===== src/rtl/spi_master_ctrl.sv =====
// SPI Mode 0 master for 16-bit register frames {rw, addr, data}, MSB first,
// with a start/busy/done handshake toward the local test/config controller.
module spi_master_ctrl #(
    parameter int CLK_DIV    = 2,
    parameter int ADDR_WIDTH = 7,
    parameter int DATA_WIDTH = 8
) (
    input  logic                  sclk,
    input  logic                  rst,
    input  logic                  start,
    input  logic                  rw,
    input  logic [ADDR_WIDTH-1:0] addr,
    input  logic [DATA_WIDTH-1:0] wdata,
    output logic [DATA_WIDTH-1:0] rdata,
    output logic                  busy,
    output logic                  done,
    output logic                  spi_sck,
    output logic                  spi_ss_n,
    output logic                  spi_mosi,
    input  logic                  spi_miso
);

    localparam int FRAME_W = 1 + ADDR_WIDTH + DATA_WIDTH;
    localparam int DIV_W   = $clog2(CLK_DIV) + 1;
    localparam int CNT_W   = $clog2(FRAME_W);

    typedef enum logic [2:0] {
        IDLE,
        SETUP,
        SCK_HI,
        SCK_LO,
        HOLD,
        GAP
    } state_t;

    state_t                state, state_next;
    logic [DIV_W-1:0]      div_cnt, div_next;
    logic [CNT_W-1:0]      bit_cnt, bit_next;
    logic [FRAME_W-1:0]    shift_reg, shift_next;
    logic [DATA_WIDTH-1:0] rx, rx_next;
    logic [DATA_WIDTH-1:0] rdata_next;
    logic                  busy_next, done_next;
    logic                  sck_next, ss_next, mosi_next;
    logic                  div_term;

    always_ff @(posedge sclk or posedge rst) begin
        if (rst) begin
            state     <= IDLE;
            div_cnt   <= '0;
            bit_cnt   <= '0;
            shift_reg <= '0;
            rx        <= '0;
            rdata     <= '0;
            busy      <= 1'b0;
            done      <= 1'b0;
            spi_sck   <= 1'b0;
            spi_ss_n  <= 1'b1;
            spi_mosi  <= 1'b0;
        end else begin
            state     <= state_next;
            div_cnt   <= div_next;
            bit_cnt   <= bit_next;
            shift_reg <= shift_next;
            rx        <= rx_next;
            rdata     <= rdata_next;
            busy      <= busy_next;
            done      <= done_next;
            spi_sck   <= sck_next;
            spi_ss_n  <= ss_next;
            spi_mosi  <= mosi_next;
        end
    end

    // Every non-idle phase lasts CLK_DIV cycles; the phase ends on the divider's terminal count.
    always_comb begin
        state_next = state;
        div_next   = div_cnt;
        bit_next   = bit_cnt;
        shift_next = shift_reg;
        rx_next    = rx;
        rdata_next = rdata;
        busy_next  = busy;
        done_next  = 1'b0;
        sck_next   = spi_sck;
        ss_next    = spi_ss_n;
        mosi_next  = spi_mosi;
        div_term   = (div_cnt == DIV_W'(CLK_DIV - 1));

        if (state != IDLE) begin
            div_next = div_term ? '0 : div_cnt + 1'b1;
        end

        case (state)
            IDLE: begin
                div_next  = '0;
                bit_next  = '0;
                busy_next = 1'b0;
                sck_next  = 1'b0;
                ss_next   = 1'b1;
                mosi_next = 1'b0;
                if (start) begin
                    shift_next = {rw, addr, wdata};
                    ss_next    = 1'b0;
                    mosi_next  = rw;
                    busy_next  = 1'b1;
                    state_next = SETUP;
                end
            end
            SETUP: begin
                if (div_term) begin
                    sck_next   = 1'b1;
                    state_next = SCK_HI;
                end
            end
            SCK_HI: begin
                if (div_term) begin
                    rx_next  = {rx[DATA_WIDTH-2:0], spi_miso};
                    sck_next = 1'b0;
                    // Rotating keeps the next bit at [FRAME_W-2] so MOSI only moves on the falling edge.
                    if (bit_cnt != CNT_W'(FRAME_W - 1)) begin
                        shift_next = {shift_reg[FRAME_W-2:0], shift_reg[FRAME_W-1]};
                        mosi_next  = shift_reg[FRAME_W-2];
                        state_next = SCK_LO;
                    end else begin
                        state_next = HOLD;
                    end
                end
            end
            SCK_LO: begin
                if (div_term) begin
                    sck_next   = 1'b1;
                    bit_next   = bit_cnt + 1'b1;
                    state_next = SCK_HI;
                end
            end
            HOLD: begin
                if (div_term) begin
                    ss_next    = 1'b1;
                    mosi_next  = 1'b0;
                    rdata_next = rx;
                    done_next  = 1'b1;
                    state_next = GAP;
                end
            end
            GAP: begin
                if (div_term) begin
                    busy_next  = 1'b0;
                    state_next = IDLE;
                end
            end
            default: begin
                state_next = IDLE;
            end
        endcase
    end

endmodule


===== config.mk =====
export PLATFORM = sky130hd
export DESIGN_NAME = spi_master_ctrl
export DESIGN_NICKNAME = d
export VERILOG_FILES = /design/src/rtl/spi_master_ctrl.sv
export SDC_FILE = /design/constraint.sdc
export NUM_CORES = 1
export LEC_CHECK = 0
export ABC_CLOCK_PERIOD_IN_PS = 3050
export CAP_MARGIN = 30
export CORE_ASPECT_RATIO = 1.25
export CORE_MARGIN = 1
export CORE_UTILIZATION = 52
export CTS_BUF_LIST = sky130_fd_sc_hd__clkbuf_4 sky130_fd_sc_hd__clkbuf_8
export DETAILED_ROUTE_END_ITERATION = 10
export GPL_TIMING_DRIVEN = 0
export PLACE_DENSITY_LB_ADDON = 0.3
export SYNTH_ARGS = -nofsm -noshare
export SYNTH_HDL_FRONTEND = slang
export SYNTH_SLANG_ARGS = --single-unit

===== constraint.sdc =====
create_clock -name sclk -period 3.05 [get_ports sclk]
set_clock_uncertainty 0.2 [all_clocks]
set_input_delay 0.4575 -clock sclk [delete_from_list [all_inputs] [get_ports sclk]]
set_output_delay 0.4575 -clock sclk [all_outputs]
set_load 0.02 [all_outputs]

==> results of run 1 <==
==> worst max-delay path by stage <==
| stage | to | slack, ns | cells after the start |
|---|---|---|---|
| floorplan | shift_reg[0]$_DFFE_PP0P_ | 1.18 | 7 |
| global placement | shift_reg[1]$_DFFE_PP0P_ | 0.42 | 2 |
| detailed placement | shift_reg[3]$_DFFE_PP0P_ | 0.87 | 6 |
| CTS | shift_reg[3]$_DFFE_PP0P_ | 0.94 | 7 |
| global route | shift_reg[3]$_DFFE_PP0P_ | 0.81 | 7 |
| finish | shift_reg[3]$_DFFE_PP0P_ | 0.93 | 7 |
==> cells by family (layout without fill, tap and decap cells) <==
logic type                 after synthesis  count (layout)  synth area share [%]
adders and majority gates                1               1                 0.576
muxes                                   33              33                  16.2
buffers and inverters                   18              59                  3.98
and+or+nand+nor                         32              32                  8.99
AOI/OAI and AO/OA                       59              59                  17.2
DFF                                     46              46                  53.1
==> synthesized netlist by cell type, drive strengths merged, types with 4 or more instances <==
library cell	n	area [um^2]
mux2	17	191
o21ai	6	30.0
buf	10	56.3
inv	7	26.3
nand2	7	26.3
nor2	7	33.8
o22ai	4	25.0
dfrtp	45	1130
mux2i	16	160
a21oi	38	228
==> cells in the final DEF, fill, tap and decap left out, types with 2 or more instances in the layout <==
master | synthesis | layout
o21ai_0 | 6 | 6
nand3_1 | 3 | 3
a21oi_1 | 28 | 28
nor2_1 | 6 | 6
clkdlybuf4s50_1 | 0 | 32
o22ai_1 | 4 | 4
nand2_1 | 7 | 7
a21oi_2 | 10 | 10
and2_1 | 2 | 2
nand4_1 | 2 | 2
o211ai_1 | 2 | 2
nor3_1 | 3 | 3
mux2_2 | 17 | 17
and4b_1 | 2 | 2
a21o_1 | 2 | 2
a31oi_1 | 3 | 3
clkbuf_8 | 0 | 6
dfrtp_1 | 45 | 45
clkbuf_4 | 0 | 2
buf_1 | 2 | 2
buf_2 | 6 | 6
mux2i_1 | 16 | 16
inv_1 | 7 | 6
==> routing by layer <==
layer / global-route usage, % / vias to the layer above / wire length (um)
li1: - / 768 / -
met1: 28.7 / 770 / 1890
met2: 34.3 / 40 / 2120
met3: 4.35 / 6 / 145
met4: 6.46 / 0 / 46
met5: 0 / - / 0
==> power groups by stage <==
stage | clock network [uW] | registers, uW | logic [uW]
2_1_floorplan | 0 | 629 | 15.1
5_1_grt | 422 | 620 | 53.3
3_3_place_gp | 0 | 630 | 44.4
3_5_place_dp | 0 | 631 | 49.4
4_1_cts | 401 | 619 | 49.5
6_report | 389 | 619 | 48.4
==> through the flow <==
stage	hold WS (ns)	cells	power, uW	utilization, %	setup WS, ns
after detailed placement	0.278	276	680	66.7	0.870
after global routing	0.335	284	1090	69.2	0.806
after CTS	0.313	284	1070	69.2	0.939
after floorplan	0.249	189	644	-	1.18
final	0.309	284	1060	69.2	0.933
after global placement	0.269	275	675	66.0	0.417
==> area by class of cell <==
| type | instances | area share (%) |
|---|---|---|
| Buffer | 11 | 2.24 |
| Clock buffer | 8 | 3.64 |
| Inverter | 7 | 0.979 |
| Multi-Input combinational cell | 125 | 34.7 |
| Sequential cell | 46 | 42.9 |
| Tap cell | 54 | 2.52 |
| Timing Repair Buffer | 33 | 13.0 |
==> worst max-delay path: stages, from the launching register on <==
cell	delay, ns
dfrtp_1	0.43
ha_1	0.25
and3_1	0.22
o2bb2ai_2	0.33
and2_1	0.18
buf_4	0.14
buf_6	0.17
a21oi_2	0.08
==> reports/qor.csv, run 1 <==
stage,metric,value,unit
outcome,status,completed,
worst_setup_path,startpoint,bit_cnt[0]$_DFFE_PP0P_,
detailed_routing,vias,1584,
pwr,p_int,847,uW
cts,clk_latency,0.29,ns
final_layout,largest_reg_flops,16,
final_layout,post-route-cell-area,2680,um^2
cts,postCtsSetupBuffers,0,
detailed_routing,routedWlPerCell,14.8,um
yosys,synth-edff-count,0,
floorplanning,core_area,3880,um^2
floorplanning,dieWidth,59.8,um
cts,clockRootBuffer,clkbuf_8,
worst_setup_path,critical_path_class,register to register,
floorplanning,rows,25,
global_routing,grt_overflow,0,
final_layout,n_antenna_cell,0,
final_layout,multi_input_area,932,um^2
placement,port_buffers,32,
sta,setup_tns,0,ns
global_routing,grt_pass1_vias,1538,
flow_run,maxCapViolCount,0,
yosys,syn_inst,189,
final_layout,syn_to_final_growth,23.6,%
placement,dp_hpwl,3010,um
worst_setup_path,worstPathMaxFanout,10,
placement,place_area,2590,um^2
yosys,ys_types,36,
placement,gp_congestion,0.951,
worst_setup_path,crit_path_end_kind,register,
floorplanning,dieArea,4440,um^2
sta,hold_viol,0,
cts,cts_tree,built,
yosys,yosys_warnings,0,
final_layout,nets,250,
pwr,p_leak,0.00130,uW
global_routing,track_usage,21.2,%
pwr,clkPwrFrac,36.8,%
global_routing,grt_max_degree,25,
cts,cts_sinks,46,
floorplanning,io_pins,33,
pwr,switching_share,19.8,%
global_routing,grt_pass1_wl,7070,um
worst_setup_path,rrSetupSlack,0.93,ns
detailed_routing,first_iter_violations,100,
detailed_routing,dr.pass1.iters,4,
cts,clockBufferDepth,2,
cts,post_cts_resized,0,
final_layout,drive_above_1_share,21.7,%
worst_setup_path,reg2reg_to,shift_reg[3]$_DFFE_PP0P_,
yosys,synthArstFlopShare,100,%
worst_setup_path,rr_startpoint,bit_cnt[0]$_DFFE_PP0P_,
min_path,hold_path_class,input pin to async pin,
worst_setup_path,cp.arrival,2.10,ns
pwr,p_sw,209,uW
final_layout,n_fill_cell,326,
pwr,vdd_drop_max,304,uV
worst_setup_path,required,3.03,ns
yosys,syn_area,2170,um^2
detailed_routing,vias_per_cell,5.58,
yosys,syn-num-nets,210,
sta,slew_headroom,61.4,%
cts,tritoncts.num_buffers,5,
detailed_routing,wl,4200,um
sta,rsz0062_at_grt,false,
sta,min_period,2.12,ns
sta,max_clock_freq,472,MHz
sta,slew_viol_final,0,
worst_setup_path,crit_path_start_kind,register,
yosys,synth_seq_cells,46,
detailed_routing,drc,0,
yosys,synth_top_flop_cell,dfrtp_1,
floorplanning,start_util,56.0,%
worst_setup_path,reg2regPathDepth,7,
detailed_routing,antenna_left,0,
final_layout,regArea,1150,um^2
cts,cts-hold-fix-buffers,0,
sta,setup_viol,0,
yosys,syn_area_per_cell,11.5,um^2
pwr,cellPowerDensity,393,nW/um^2
floorplanning,die_h,74.2,um
pwr,pwr-share-comb,4.6,%
yosys,seq_area_frac_synth,53.1,%
sta,worst_pin_slew,0.575,ns
sta,finalCritPeriodShare,69.4,%
cts,htree_levels,2,
cts,clk_pin_slew,0.08,ns
global_routing,antenna_found_initial,0,
pwr,power_frac_seq,58.6,%
Power figures use the tool's default switching activity.
==> run 2: changes to the inputs <==
- ABC_CLOCK_PERIOD_IN_PS: 3050 -> 1900
- CORE_UTILIZATION: 52 -> 50
- clock period: 3.05 -> 1.9 ns (I/O delays scaled with it)
==> reports/qor.csv, run 2 (synthesis gave the netlist of run 1 again) <==
stage,metric,value,unit
outcome,status,completed,
worst_setup_path,reg2reg_to,shift_reg[5]$_DFFE_PP0P_,
cts,cts_tree,built,
final_layout,syn_to_final_growth,28.0,%
pwr,cellPowerDensity,640,nW/um^2
detailed_routing,drc,0,
detailed_routing,first_iter_violations,65,
floorplanning,die_h,75.7,um
worst_setup_path,crit_path_end_kind,register,
global_routing,grt_overflow,0,
sta,max_clock_freq,540,MHz
detailed_routing,dr.pass1.iters,4,
cts,tritoncts.num_buffers,5,
global_routing,antenna_found_initial,0,
detailed_routing,routedWlPerCell,14.5,um
placement,gp_congestion,0.917,
final_layout,largest_reg_flops,16,
sta,holdWs,0.0784,ns
worst_setup_path,required,1.89,ns
global_routing,grt_pass1_vias,1556,
floorplanning,dieArea,4610,um^2
pwr,p_total,1780,uW
floorplanning,dieWidth,60.9,um
worst_setup_path,cp.arrival,1.84,ns
final_layout,final_cell_mix,"dfrtp_1 (45), clkdlybuf4s50_1 (31), a21oi_1 (28)",
final_layout,layout_commonest_cell,dfrtp_1,
worst_setup_path,crit_path_start_kind,register,
floorplanning,io_pins,33,
worst_setup_path,rr_startpoint,bit_cnt[1]$_DFFE_PP0P_,
worst_setup_path,worstPathMaxFanout,10,
worst_setup_path,crit_family,flip-flops,
cts,clk_latency,0.30,ns
worst_setup_path,critical_path_class,register to register,
cts,htree_levels,2,
final_layout,multi_input_area,966,um^2
pwr,p_leak,0.00133,uW
worst_setup_path,cpPeakStageDelay,0.43,ns
min_path,hold_path_class,input pin to async pin,
cts,clk_pin_slew,0.09,ns
sta,setup_tns,0,ns
placement,port_buffers,32,
worst_setup_path,crit_cells,7,
final_layout,regArea,1150,um^2
cts,cts_sinks,46,
worst_setup_path,rrSetupSlack,0.05,ns
worst_setup_path,cp-endpoint,shift_reg[5]$_DFFE_PP0P_,
sta,min_period,1.85,ns
final_layout,n_fill_cell,347,
detailed_routing,vias,1603,
worst_setup_path,cp.buffers_inverters,2,
flow_run,maxCapViolCount,0,
cts,cts-hold-fix-buffers,0,
global_routing,track_usage,20.7,%
detailed_routing,wl,4240,um
sta,finalCritPeriodShare,97.5,%
worst_setup_path,path_cells,ha_4 > and3_1 > o2bb2ai_4 > and2_1 > buf_4 > buf_12 > a21oi_2,
final_layout,nets,256,
pwr,vdd_drop_max,489,uV
worst_setup_path,reg2regPathDepth,7,
worst_setup_path,critPathSlowestCell,dfrtp_1,
sta,hold_viol,0,
sta,slew_viol_final,0,
detailed_routing,vias_per_cell,5.49,
final_layout,drive_above_1_share,25.4,%
sta,slew_headroom,59.7,%
floorplanning,core_area,4130,um^2
cts,clockBufferDepth,2,
sta,setup_viol,0,
global_routing,grt_pass1_wl,7000,um
final_layout,fin_util,67.2,%
worst_setup_path,startpoint,bit_cnt[1]$_DFFE_PP0P_,
final_layout,n_antenna_cell,0,
placement,dp_hpwl,2930,um
detailed_routing,antenna_left,0,
floorplanning,rows,26,
sta,worst_pin_slew,0.600,ns
cts,clockRootBuffer,clkbuf_8,
global_routing,grt_max_degree,30,
floorplanning,start_util,52.5,%
[run 2: changes by cell type in the layout (fill, tap and decap cells not counted), moves of 2 or more]
cell	previous run	this run
clkinv_2	0	2
buf_12	0	2
buf_4	1	7
clkbuf_4	2	0
[run 2: layer usage]
| metal | global-route usage (%) | share of wire, % | up-vias |
|---|---|---|---|
| met5 | 0 | 0 | - |
| met2 | 34.1 | 51 | 38 |
| met3 | 3.57 | 3.5 | 8 |
| met1 | 26.8 | 43 | 783 |
| li1 | - | - | 774 |
| met4 | 9.34 | 2.2 | 0 |
[run 2: worst reg2reg max path, delay by kind of cell, from the launching register on]
family	cells	cell delay [ns]
AND/OR/NAND/NOR	2	0.38
adder cells (fa/ha/maj)	1	0.18
buffers and inverters	2	0.30
AO/OA/AOI/OAI	2	0.25
flip-flops	1	0.43
[run 2: cell type report]
class,instances,area share [%]
tap,56,2.52
buffer,11,2.52
timing repair buffer,39,13.8
sequential,46,41.5
clock inverter,3,1.44
clock buffer,5,2.48
inverter,7,0.946
multi-input combinational,125,34.8
[run 2: through the flow]
step / instances / setup WS, ns / instance area (um^2)
final: 292 / 0.0484 / 2780
after global routing: 292 / -0.0123 / 2780
after CTS: 290 / 0.0120 / 2730
after detailed placement: 278 / -0.192 / 2580
after global placement: 277 / -0.578 / 2560
after floorplan: 189 / 0.0300 / 2170
[run 2: worst min-delay path by stage]
| stage | endpoint | slack [ns] | depth (start not counted) |
|---|---|---|---|
| 5_1_grt | shift_reg[11]$_DFFE_PP0P_ | 0.13 | 2 |
| 3_5_place_dp | shift_reg[15]$_DFFE_PP0P_ | 0.28 | 1 |
| 4_1_cts | shift_reg[11]$_DFFE_PP0P_ | 0.09 | 2 |
| 3_3_place_gp | shift_reg[15]$_DFFE_PP0P_ | 0.27 | 1 |
| 2_1_floorplan | spi_ss_n$_DFFE_PP1P_ | 0.14 | 1 |
| 6_report | shift_reg[15]$_DFFE_PP0P_ | 0.08 | 2 |
[run 2: where the power goes]
part	internal (uW)	total (uW)	switching [uW]	leakage [uW]
Sequential	987	992	5.71	0.000588
Combinational	46.2	75.7	29.5	0.000687
Clock	387	708	321	0.0000579
Total	1420	1780	356	0.00133
[run 2: what timing repair did]
action | CTS | global route
setup endpoints to repair | 24 | 25
pin swaps | 3 | 2
setup buffers | 4 | 2
gates resized for setup | 2 | 7
hold endpoints to repair | 0 | 0
